**config.mk**
```make
export PLATFORM = sky130hd
export DESIGN_NAME = dram_arbiter
export DESIGN_NICKNAME = d
export VERILOG_FILES = /design/src/rtl/dram_arb_pkg.sv /design/src/rtl/dram_arbiter_rr_picker.sv /design/src/rtl/dram_arbiter.sv
export SDC_FILE = /design/constraint.sdc
export NUM_CORES = 1
export LEC_CHECK = 0
export CAP_MARGIN = 20
export CORE_MARGIN = 2
export CORE_UTILIZATION = 38
export DETAILED_ROUTE_END_ITERATION = 16
export GPL_ROUTABILITY_DRIVEN = 0
export PLACE_DENSITY = 0.8
export SYNTH_ARGS = -nofsm -noshare
export SYNTH_HDL_FRONTEND = slang
export SYNTH_SLANG_ARGS = --single-unit
export TNS_END_PERCENT = 50
```
**constraint.sdc**
```tcl
create_clock -name clk -period 1.9 [get_ports clk]
set_input_delay 0.57 -clock clk [delete_from_list [all_inputs] [get_ports clk]]
set_output_delay 0.57 -clock clk [all_outputs]
set_load 0.02 [all_outputs]
```
**src/rtl/dram_arb_pkg.sv**
```systemverilog
// Shared types and helpers for the DRAM port arbiter: FSM state encoding,
// default requester count and the modulo helper used by the round-robin search.
package dram_arb_pkg;

  typedef enum logic [1:0] {IDLE, BUSY, RESP} arb_state_t;

  localparam int WORD_BYTES   = 4;
  localparam int DEFAULT_NREQ = 2;

  // (base + offset) mod n, assuming both operands are already below n
  function automatic int rr_wrap(input int base, input int offset, input int n);
    int sum;
    sum = base + offset;
    return (sum >= n) ? sum - n : sum;
  endfunction

endpackage

```
**src/rtl/dram_arbiter_rr_picker.sv**
```systemverilog
// Combinational round-robin picker: finds the first asserted request starting
// at rr_ptr and wrapping around; returns it one-hot and as an index.
module rr_picker
  import dram_arb_pkg::*;
#(
  parameter int NREQ  = DEFAULT_NREQ,
  parameter int PTR_W = 1
) (
  input  logic [NREQ-1:0]  req,
  input  logic [PTR_W-1:0] rr_ptr,
  output logic [NREQ-1:0]  grant,
  output logic [PTR_W-1:0] index,
  output logic             any_req
);

  // cand[k] is the requester examined k-th in search order
  logic [PTR_W-1:0] cand [NREQ];

  genvar gi;
  generate
    for (gi = 0; gi < NREQ; gi++) begin : g_cand
      assign cand[gi] = PTR_W'(rr_wrap(int'(rr_ptr), gi, NREQ));
    end
  endgenerate

  // Walk from the farthest candidate back to the nearest so the nearest wins
  always_comb begin
    grant   = '0;
    index   = '0;
    any_req = |req;
    for (int k = NREQ - 1; k >= 0; k--) begin
      if (req[cand[k]]) begin
        grant           = '0;
        grant[cand[k]]  = 1'b1;
        index           = cand[k];
      end
    end
  end

endmodule

```
**src/rtl/dram_arbiter.sv**
```systemverilog
// Round-robin arbiter sharing one DRAM port among NREQ single-word requesters.
// Optional BUSY watchdog with reqError reporting: define DRAM_ARB_TIMEOUT_EN.
module dram_arbiter
  import dram_arb_pkg::*;
#(
  parameter int NREQ    = DEFAULT_NREQ,
  parameter int TIMEOUT = 256
) (
  input  logic                 clk,
  input  logic                 reset,
  input  logic [NREQ-1:0][31:0] reqAddress,
  input  logic [NREQ-1:0][31:0] reqWriteData,
  input  logic [NREQ-1:0]      reqReadEnable,
  input  logic [NREQ-1:0]      reqWriteEnable,
  output logic [31:0]          reqReadData,
  output logic [NREQ-1:0]      reqValid,
  output logic [NREQ-1:0]      reqStall,
  output logic [NREQ-1:0]      reqError,
  output logic [31:0]          dramAddress,
  output logic [31:0]          dramWriteData,
  output logic                 readEnable,
  output logic                 writeEnable,
  input  logic [31:0]          dramReadData,
  input  logic                 dramValid
);

  localparam int PTR_W = (NREQ > 1) ? $clog2(NREQ) : 1;

  generate
    if (TIMEOUT < 2) begin : g_bad_timeout
      $error("dram_arbiter: TIMEOUT must be at least 2");
    end
  endgenerate

  arb_state_t       state_reg, state_next;
  logic [PTR_W-1:0] grant_reg, grant_next;
  logic [PTR_W-1:0] rr_ptr_reg, rr_ptr_next;
  logic [31:0]      addr_reg, addr_next;
  logic [31:0]      wdata_reg, wdata_next;
  logic [31:0]      rdata_reg, rdata_next;
  logic             write_reg, write_next;

  logic [NREQ-1:0]  req;
  logic [NREQ-1:0]  pick_grant;
  logic [PTR_W-1:0] pick_index;
  logic             any_req;

  assign req = reqReadEnable | reqWriteEnable;

  rr_picker #(.NREQ(NREQ), .PTR_W(PTR_W)) u_picker (
    .req     (req),
    .rr_ptr  (rr_ptr_reg),
    .grant   (pick_grant),
    .index   (pick_index),
    .any_req (any_req)
  );

`ifdef DRAM_ARB_TIMEOUT_EN
  localparam int CNT_W = (TIMEOUT > 1) ? $clog2(TIMEOUT) : 1;
  logic [CNT_W-1:0] cnt_reg, cnt_next;
  logic             err_reg, err_next;
  logic             timed_out;
  assign timed_out = (cnt_reg == CNT_W'(TIMEOUT - 1));
`endif

  always_ff @(posedge clk) begin
    if (reset) begin
      state_reg  <= IDLE;
      grant_reg  <= '0;
      rr_ptr_reg <= '0;
      addr_reg   <= '0;
      wdata_reg  <= '0;
      rdata_reg  <= '0;
      write_reg  <= 1'b0;
`ifdef DRAM_ARB_TIMEOUT_EN
      cnt_reg    <= '0;
      err_reg    <= 1'b0;
`endif
    end else begin
      state_reg  <= state_next;
      grant_reg  <= grant_next;
      rr_ptr_reg <= rr_ptr_next;
      addr_reg   <= addr_next;
      wdata_reg  <= wdata_next;
      rdata_reg  <= rdata_next;
      write_reg  <= write_next;
`ifdef DRAM_ARB_TIMEOUT_EN
      cnt_reg    <= cnt_next;
      err_reg    <= err_next;
`endif
    end
  end

  always_comb begin
    state_next  = state_reg;
    grant_next  = grant_reg;
    rr_ptr_next = rr_ptr_reg;
    addr_next   = addr_reg;
    wdata_next  = wdata_reg;
    rdata_next  = rdata_reg;
    write_next  = write_reg;
`ifdef DRAM_ARB_TIMEOUT_EN
    cnt_next    = cnt_reg;
    err_next    = err_reg;
`endif
    unique case (state_reg)
      IDLE: begin
        if (any_req) begin
          grant_next = pick_index;
          addr_next  = reqAddress[pick_index];
          wdata_next = reqWriteData[pick_index];
          // A request with both enables set is treated as a write
          write_next = |(pick_grant & reqWriteEnable);
          state_next = BUSY;
`ifdef DRAM_ARB_TIMEOUT_EN
          cnt_next   = '0;
          err_next   = 1'b0;
`endif
        end
      end
      BUSY: begin
        if (dramValid) begin
          rdata_next = write_reg ? 32'h0 : dramReadData;
          state_next = RESP;
`ifdef DRAM_ARB_TIMEOUT_EN
        end else if (timed_out) begin
          rdata_next = 32'h0;
          err_next   = 1'b1;
          state_next = RESP;
        end else begin
          cnt_next   = cnt_reg + 1'b1;
`endif
        end
      end
      RESP: begin
        rr_ptr_next = PTR_W'(rr_wrap(int'(grant_reg), 1, NREQ));
        state_next  = IDLE;
      end
      default: state_next = IDLE;
    endcase
  end

  assign dramAddress   = addr_reg;
  assign dramWriteData = wdata_reg;
  assign readEnable    = (state_reg == BUSY) && !write_reg;
  assign writeEnable   = (state_reg == BUSY) && write_reg;
  assign reqReadData   = rdata_reg;

  genvar gi;
  generate
    for (gi = 0; gi < NREQ; gi++) begin : g_req
      assign reqValid[gi] = (state_reg == RESP) && (grant_reg == PTR_W'(gi));
      assign reqStall[gi] = req[gi] & ~reqValid[gi];
`ifdef DRAM_ARB_TIMEOUT_EN
      assign reqError[gi] = reqValid[gi] & err_reg;
`else
      assign reqError[gi] = 1'b0;
`endif
    end
  endgenerate

endmodule

```
==> results of run 1 <==
where the power goes:
group / switching, W / internal [W] / leakage [nW] / total (W)
Sequential: 0.000120 / 0.00233 / 0.834 / 0.00245
Clock: 0.000854 / 0.00117 / 0.150 / 0.00202
Combinational: 0.000950 / 0.000950 / 2.55 / 0.00190
Total: 0.00192 / 0.00444 / 3.53 / 0.00637
per-layer routing:
metal  track usage  wire [um]  up-vias  part of all wire
li1              -          -     2573                 -
met1         0.291       6970     2597              0.39
met2         0.462       8890      288              0.50
met3        0.0685       1440       34             0.081
met4        0.0884        423        2             0.024
met5             0         12        -           0.00068
worst min path at each step:
stage               startpoint               to  slack [ns]  cells past startpoint
2_1_floorplan        grant_reg        grant_reg        0.46                      2
3_3_place_gp   reqReadData[12]  reqReadData[12]        0.44                      2
3_5_place_dp   reqReadData[14]  reqReadData[14]        0.44                      2
4_1_cts        reqReadData[14]  reqReadData[14]        0.45                      2
5_1_grt        reqReadData[19]  reqReadData[19]        0.47                      2
6_report       reqReadData[14]  reqReadData[14]        0.45                      2
cell families (layout without fill, tap and decap cells):
family	after synthesis	count (layout)	synth area share
AO/OA/AOI/OAI	233	233	0.317
buffers and inverters	73	316	0.0779
flip-flops	101	101	0.430
other	1	2	0.000797
AND/OR/NAND/NOR	152	152	0.175
cell usage after synthesis, drive strengths merged:
library cell	number	area share
nor2b	1	0.0013
nand3	65	0.069
a311oi	64	0.12
o41ai	1	0.0019
o21ba	1	0.0021
nand3b	33	0.053
and3b	1	0.0019
clkbuf	35	0.028
o21ai	66	0.070
nand2	34	0.027
dfxtp	101	0.43
or3	1	0.0013
o21bai	1	0.0016
nor3b	3	0.0048
and3	1	0.0013
conb	1	0.00080
nor4	1	0.0027
nor2	7	0.0061
or4	1	0.0016
buf	37	0.049
inv	1	0.00080
nor3	2	0.0021
or2	2	0.0027
a21oi	100	0.12
worst max-delay path: stages (launching register included):
cell	delay, ns
dfxtp_2	0.36
inv_1	0.09
and3_1	0.23
nor2_2	0.13
buf_4	0.15
timing repair:
item                                    CTS  global route
buffers inserted                          0             0
gates resized for setup                  51            54
cloned                                    1             0
endpoints found under the setup margin   86            52
pin swaps                                 1             0
endpoints found under the hold margin     0             0
placed cells by master, fill, tap and decap left out, types with 2 or more instances in the layout:
| cell type | count |
|---|---|
| clkdlybuf4s50_1 | 195 |
| dfxtp_1 | 99 |
| a21oi_1 | 80 |
| o21ai_0 | 66 |
| nand3_1 | 65 |
| a311oi_1 | 64 |
| dlymetal6s2s_1 | 48 |
| nand2_1 | 34 |
| nand3b_1 | 33 |
| a21oi_2 | 20 |
| dlygate4sd2_1 | 18 |
| buf_4 | 18 |
| buf_12 | 13 |
| clkbuf_16 | 9 |
| nor2_4 | 3 |
| buf_6 | 3 |
| nor3_1 | 2 |
| nor3b_1 | 2 |
| nor2_1 | 2 |
| nor2_2 | 2 |
| conb_1 | 2 |
| bufinv_16 | 2 |
| inv_6 | 2 |
| clkinvlp_4 | 2 |
| buf_2 | 2 |
| dfxtp_2 | 2 |
stage by stage:
step                      hold WS (ns)   util
final                            0.453  0.673
after global placement           0.437  0.635
after CTS                        0.454  0.662
after global routing             0.475  0.673
after floorplan                  0.463      -
after detailed placement         0.443  0.635
layout make-up:
class	count	area, um2	area share
flip-flops and latches	101	2020	0.249
clock inverters	6	92.6	0.0114
clock buffers	10	229	0.0282
inverters	1	3.75	0.000463
repair buffers	299	3190	0.393
multi-input cells	387	2370	0.292
well taps	168	210	0.0259
==> metrics, run 1 <==
Synth Instances 560; CTS tree yes; Crit Path Class flip-flop to primary output; CP startpoint state_reg[0]; Die Height around 120 um; DRC 0; area grow syn2layout 72.4%; Tightest Hold Check Type flip-flop to flip-flop; Cells after DPL 955; FP Rows 40; CTS root buffer clkbuf_16; Clock transition at path regs 0.08 ns; Final Setup Violations 0; DP Worst Slack -0.595 ns; worst reg2reg setup slack 0.38 ns; First DRT Iteration DRCs a little over 500; core area 12100 um2; synthesized flop and latch total 101; Tcrit/Tclk final 0.987; Placed Area 7660 um2; Power Dens Cells 784 nW/um2; I/O pin count between 200 and 300; setup slack after layout 0.0238 ns; largest net degree at the start of global routing 65; vias in the first global route 5436; synth unique cells 30; min cycle time layout 1.88 ns; layout net count 966; H-tree levels 3; worst path required time 1.33 ns; gr usage total 0.256; Initial DRT Pass Iterations 4; Routed Antenna Nets 0; Total Routed Length 17700 um; register area share after synthesis 0.430; maxcap violations 0; DIE WIDTH 115 um; routed via count 5494; CP arrival 1.31 ns; hold_buf cts 0; Critical Path Sink Type primary output; Worst Setup EP reqStall[1]; path depth of the worst reg2reg path 4; die area 13300 um2; Cell Area, Synth approximately 4700 um2; port bufs between 200 and 300; HPWL reported at the end of detailed placement 12100 um; Max Slew Vio Count 0; Synth warnings 0; Tot Pwr 0.00637 W; total CTS buffers 9; n_diodes 0; Worst-Skew Late Latency approximately 0.34 ns; initial core utilization 0.390; share of layout cells above drive strength 1 0.107; aggregate global routing overflow 0; CP Max Fanout 5; Num Clock Sinks roughly 100; initial antenna violation count 0; leakage between 3 and 4 nW; Finished Cell Area 8120 um2; Post-Layout Cell Count approximately 1000; Worst R2R End dramAddress[23]; Fill cells 943; CTS Buffer Depth 2; R2R Path Start rr_ptr_reg; status complete, no violations; final hold vios 0; wire per inst around 18 um; Startpoint Class flip-flop; global-route wire length before repair 27200 um; Syn Area/Cell 8.41 um2; total negative slack 0 ns; VDD IR-drop max 0.000578 V; fmax roughly 530 MHz; RSZ-0062 raised after global routing true; worst setup skew after layout 0.00662 ns; vias per std cell 5.65
No activity file was read; power rests on OpenSTA's default activity.
==> inputs of run 2 (changes only) <==
==> constraint.sdc (replaced) <==
create_clock -name clk -period 1.9 [get_ports clk]
set_input_delay 0.57 -clock clk [delete_from_list [all_inputs] [get_ports clk]]
set_output_delay 0.57 -clock clk [all_outputs]
set_load 0.1 [all_outputs]
==> metrics, run 2 (same netlist as run 1, synthesis figures left out) <==
status finished, violations left; failing checks negative setup slack; Crit-path slowest cell dfxtp_4; DRC 0; Buffers & Inverters on Critical Path 2; RSZ-0062 raised after global routing true; maxcap violations 0; Power Dens Cells 876 nW/um2; VDD IR-drop max 0.000558 V; First DRT Iteration DRCs 530; DIE WIDTH 115 um; die area approximately 13000 um2; fmax 512 MHz; Num Clock Sinks 101; HPWL reported at the end of detailed placement around 13000 um; CTS Buffer Depth 2; final hold vios 0; CP arrival 1.38 ns; Clock transition at path regs 0.07 ns; global-route wire length before repair 28700 um; worst path required time roughly 1.3 ns; worst setup skew after layout 0.00767 ns; area grow syn2layout 92.3%; routed via count 5613; Crit path largest cell delay approximately 0.36 ns; FP Rows 40; commonest cells after routing, fill and taps aside 161 x clkdlybuf4s50_1, 115 x buf_12, 98 x dfxtp_1; commonest non-fill, non-tap cell in the layout clkdlybuf4s50_1; CTS root buffer clkbuf_16; vias per std cell approximately 5.8; largest net degree at the start of global routing 66; Max Slew Vio Count 0; Routed Antenna Nets 0; H-tree levels 3; Final Setup Violations 4; Tightest Hold Check Type flip-flop to flip-flop; Startpoint Class flip-flop; initial antenna violation count 2; Top delay family on crit path flip-flops; Total Routed Length 18700 um; Critical Path Sink Type primary output; total CTS buffers 9; Tot Pwr 0.00793 W; initial core utilization 0.390; DP Worst Slack -0.511 ns; layout net count 968; CP Max Fanout 5; gr usage total 0.274; I/O pin count ~270; min cycle time layout ~2 ns; Worst-Skew Late Latency 0.35 ns; share of layout cells above drive strength 1 0.236; Critical Path, Cell by Cell clkinvlp_4 -> and3_4 -> nor2_4 -> buf_12; leakage 3.24 nW; Initial DRT Pass Iterations 5; aggregate global routing overflow 0; Crit Path Class flip-flop to primary output; port bufs 268; Fill cells between 800 and 900; setup slack after layout -0.0542 ns; CTS tree yes; vias in the first global route 5637; Die Height 115 um; core area ~12000 um2; Tcrit/Tclk final 1.03; wire per inst around 19 um; hold_buf cts 0
## run 2: cell type report
class | count | area, um2 | area share
multi-input combinational | 387 | 2410 | 0.266
tap | 168 | 210 | 0.0232
timing repair buffer | 301 | 4120 | 0.455
clock buffer | 12 | 246 | 0.0272
sequential | 101 | 2030 | 0.224
inverter | 1 | 7.51 | 0.000829
antenna | 2 | 5.00 | 0.000553
clock inverter | 4 | 23.8 | 0.00263
## run 2: worst paths after layout
kind | from | endpoint | slack [ns] | cells past startpoint
max | state_reg[0] | reqStall[1] | -0.05 | 4
min | reqReadData[24] | reqReadData[24] | 0.49 | 2
max reg2reg | state_reg[1] | dramAddress[16] | 0.29 | 5
min reg2reg | reqReadData[24] | reqReadData[24] | 0.49 | 2
## run 2: timing repair
item	in CTS	in global routing
gates cloned	0	0
endpoints found under the setup margin	71	8
resized for setup	12	2
setup buffers	3	1
pin swaps	0	1
## run 2: stage by stage
| stage | area (um2) | std cells | util | hold WS, ns | setup TNS (ns) |
|---|---|---|---|---|---|
| 2_1_floorplan | 4770 | 561 | - | 0.496 | -0.934 |
| 3_3_place_gp | 8720 | 954 | 0.723 | 0.475 | -28.25 |
| 3_5_place_dp | 8720 | 954 | 0.723 | 0.483 | -30.57 |
| 4_1_cts | 9030 | 973 | 0.749 | 0.493 | -0.146 |
| 5_1_grt | 9050 | 976 | 0.750 | 0.515 | -0.342 |
| 6_report | 9050 | 976 | 0.750 | 0.492 | -0.142 |
## run 2: routing by layer
metal | part of all wire | vias to the layer above | track usage
met4 | 0.026 | 0 | 0.116
met1 | 0.37 | 2708 | 0.303
met5 | 0 | - | 0
li1 | - | 2579 | -
met3 | 0.085 | 41 | 0.0775
met2 | 0.52 | 285 | 0.492
## run 2: worst register-to-register path, stage by stage (launching register included)
cell and delay, ns:
dfxtp_2 0.34, buf_4 0.17, nor2_4 0.32, buf_12 0.27, a21oi_1 0.12, a311oi_1 0.30
## run 2: power breakdown
part           internal [W]  switching (W)
clock network      0.000921       0.000787
registers           0.00233       0.000239
logic               0.00144        0.00222
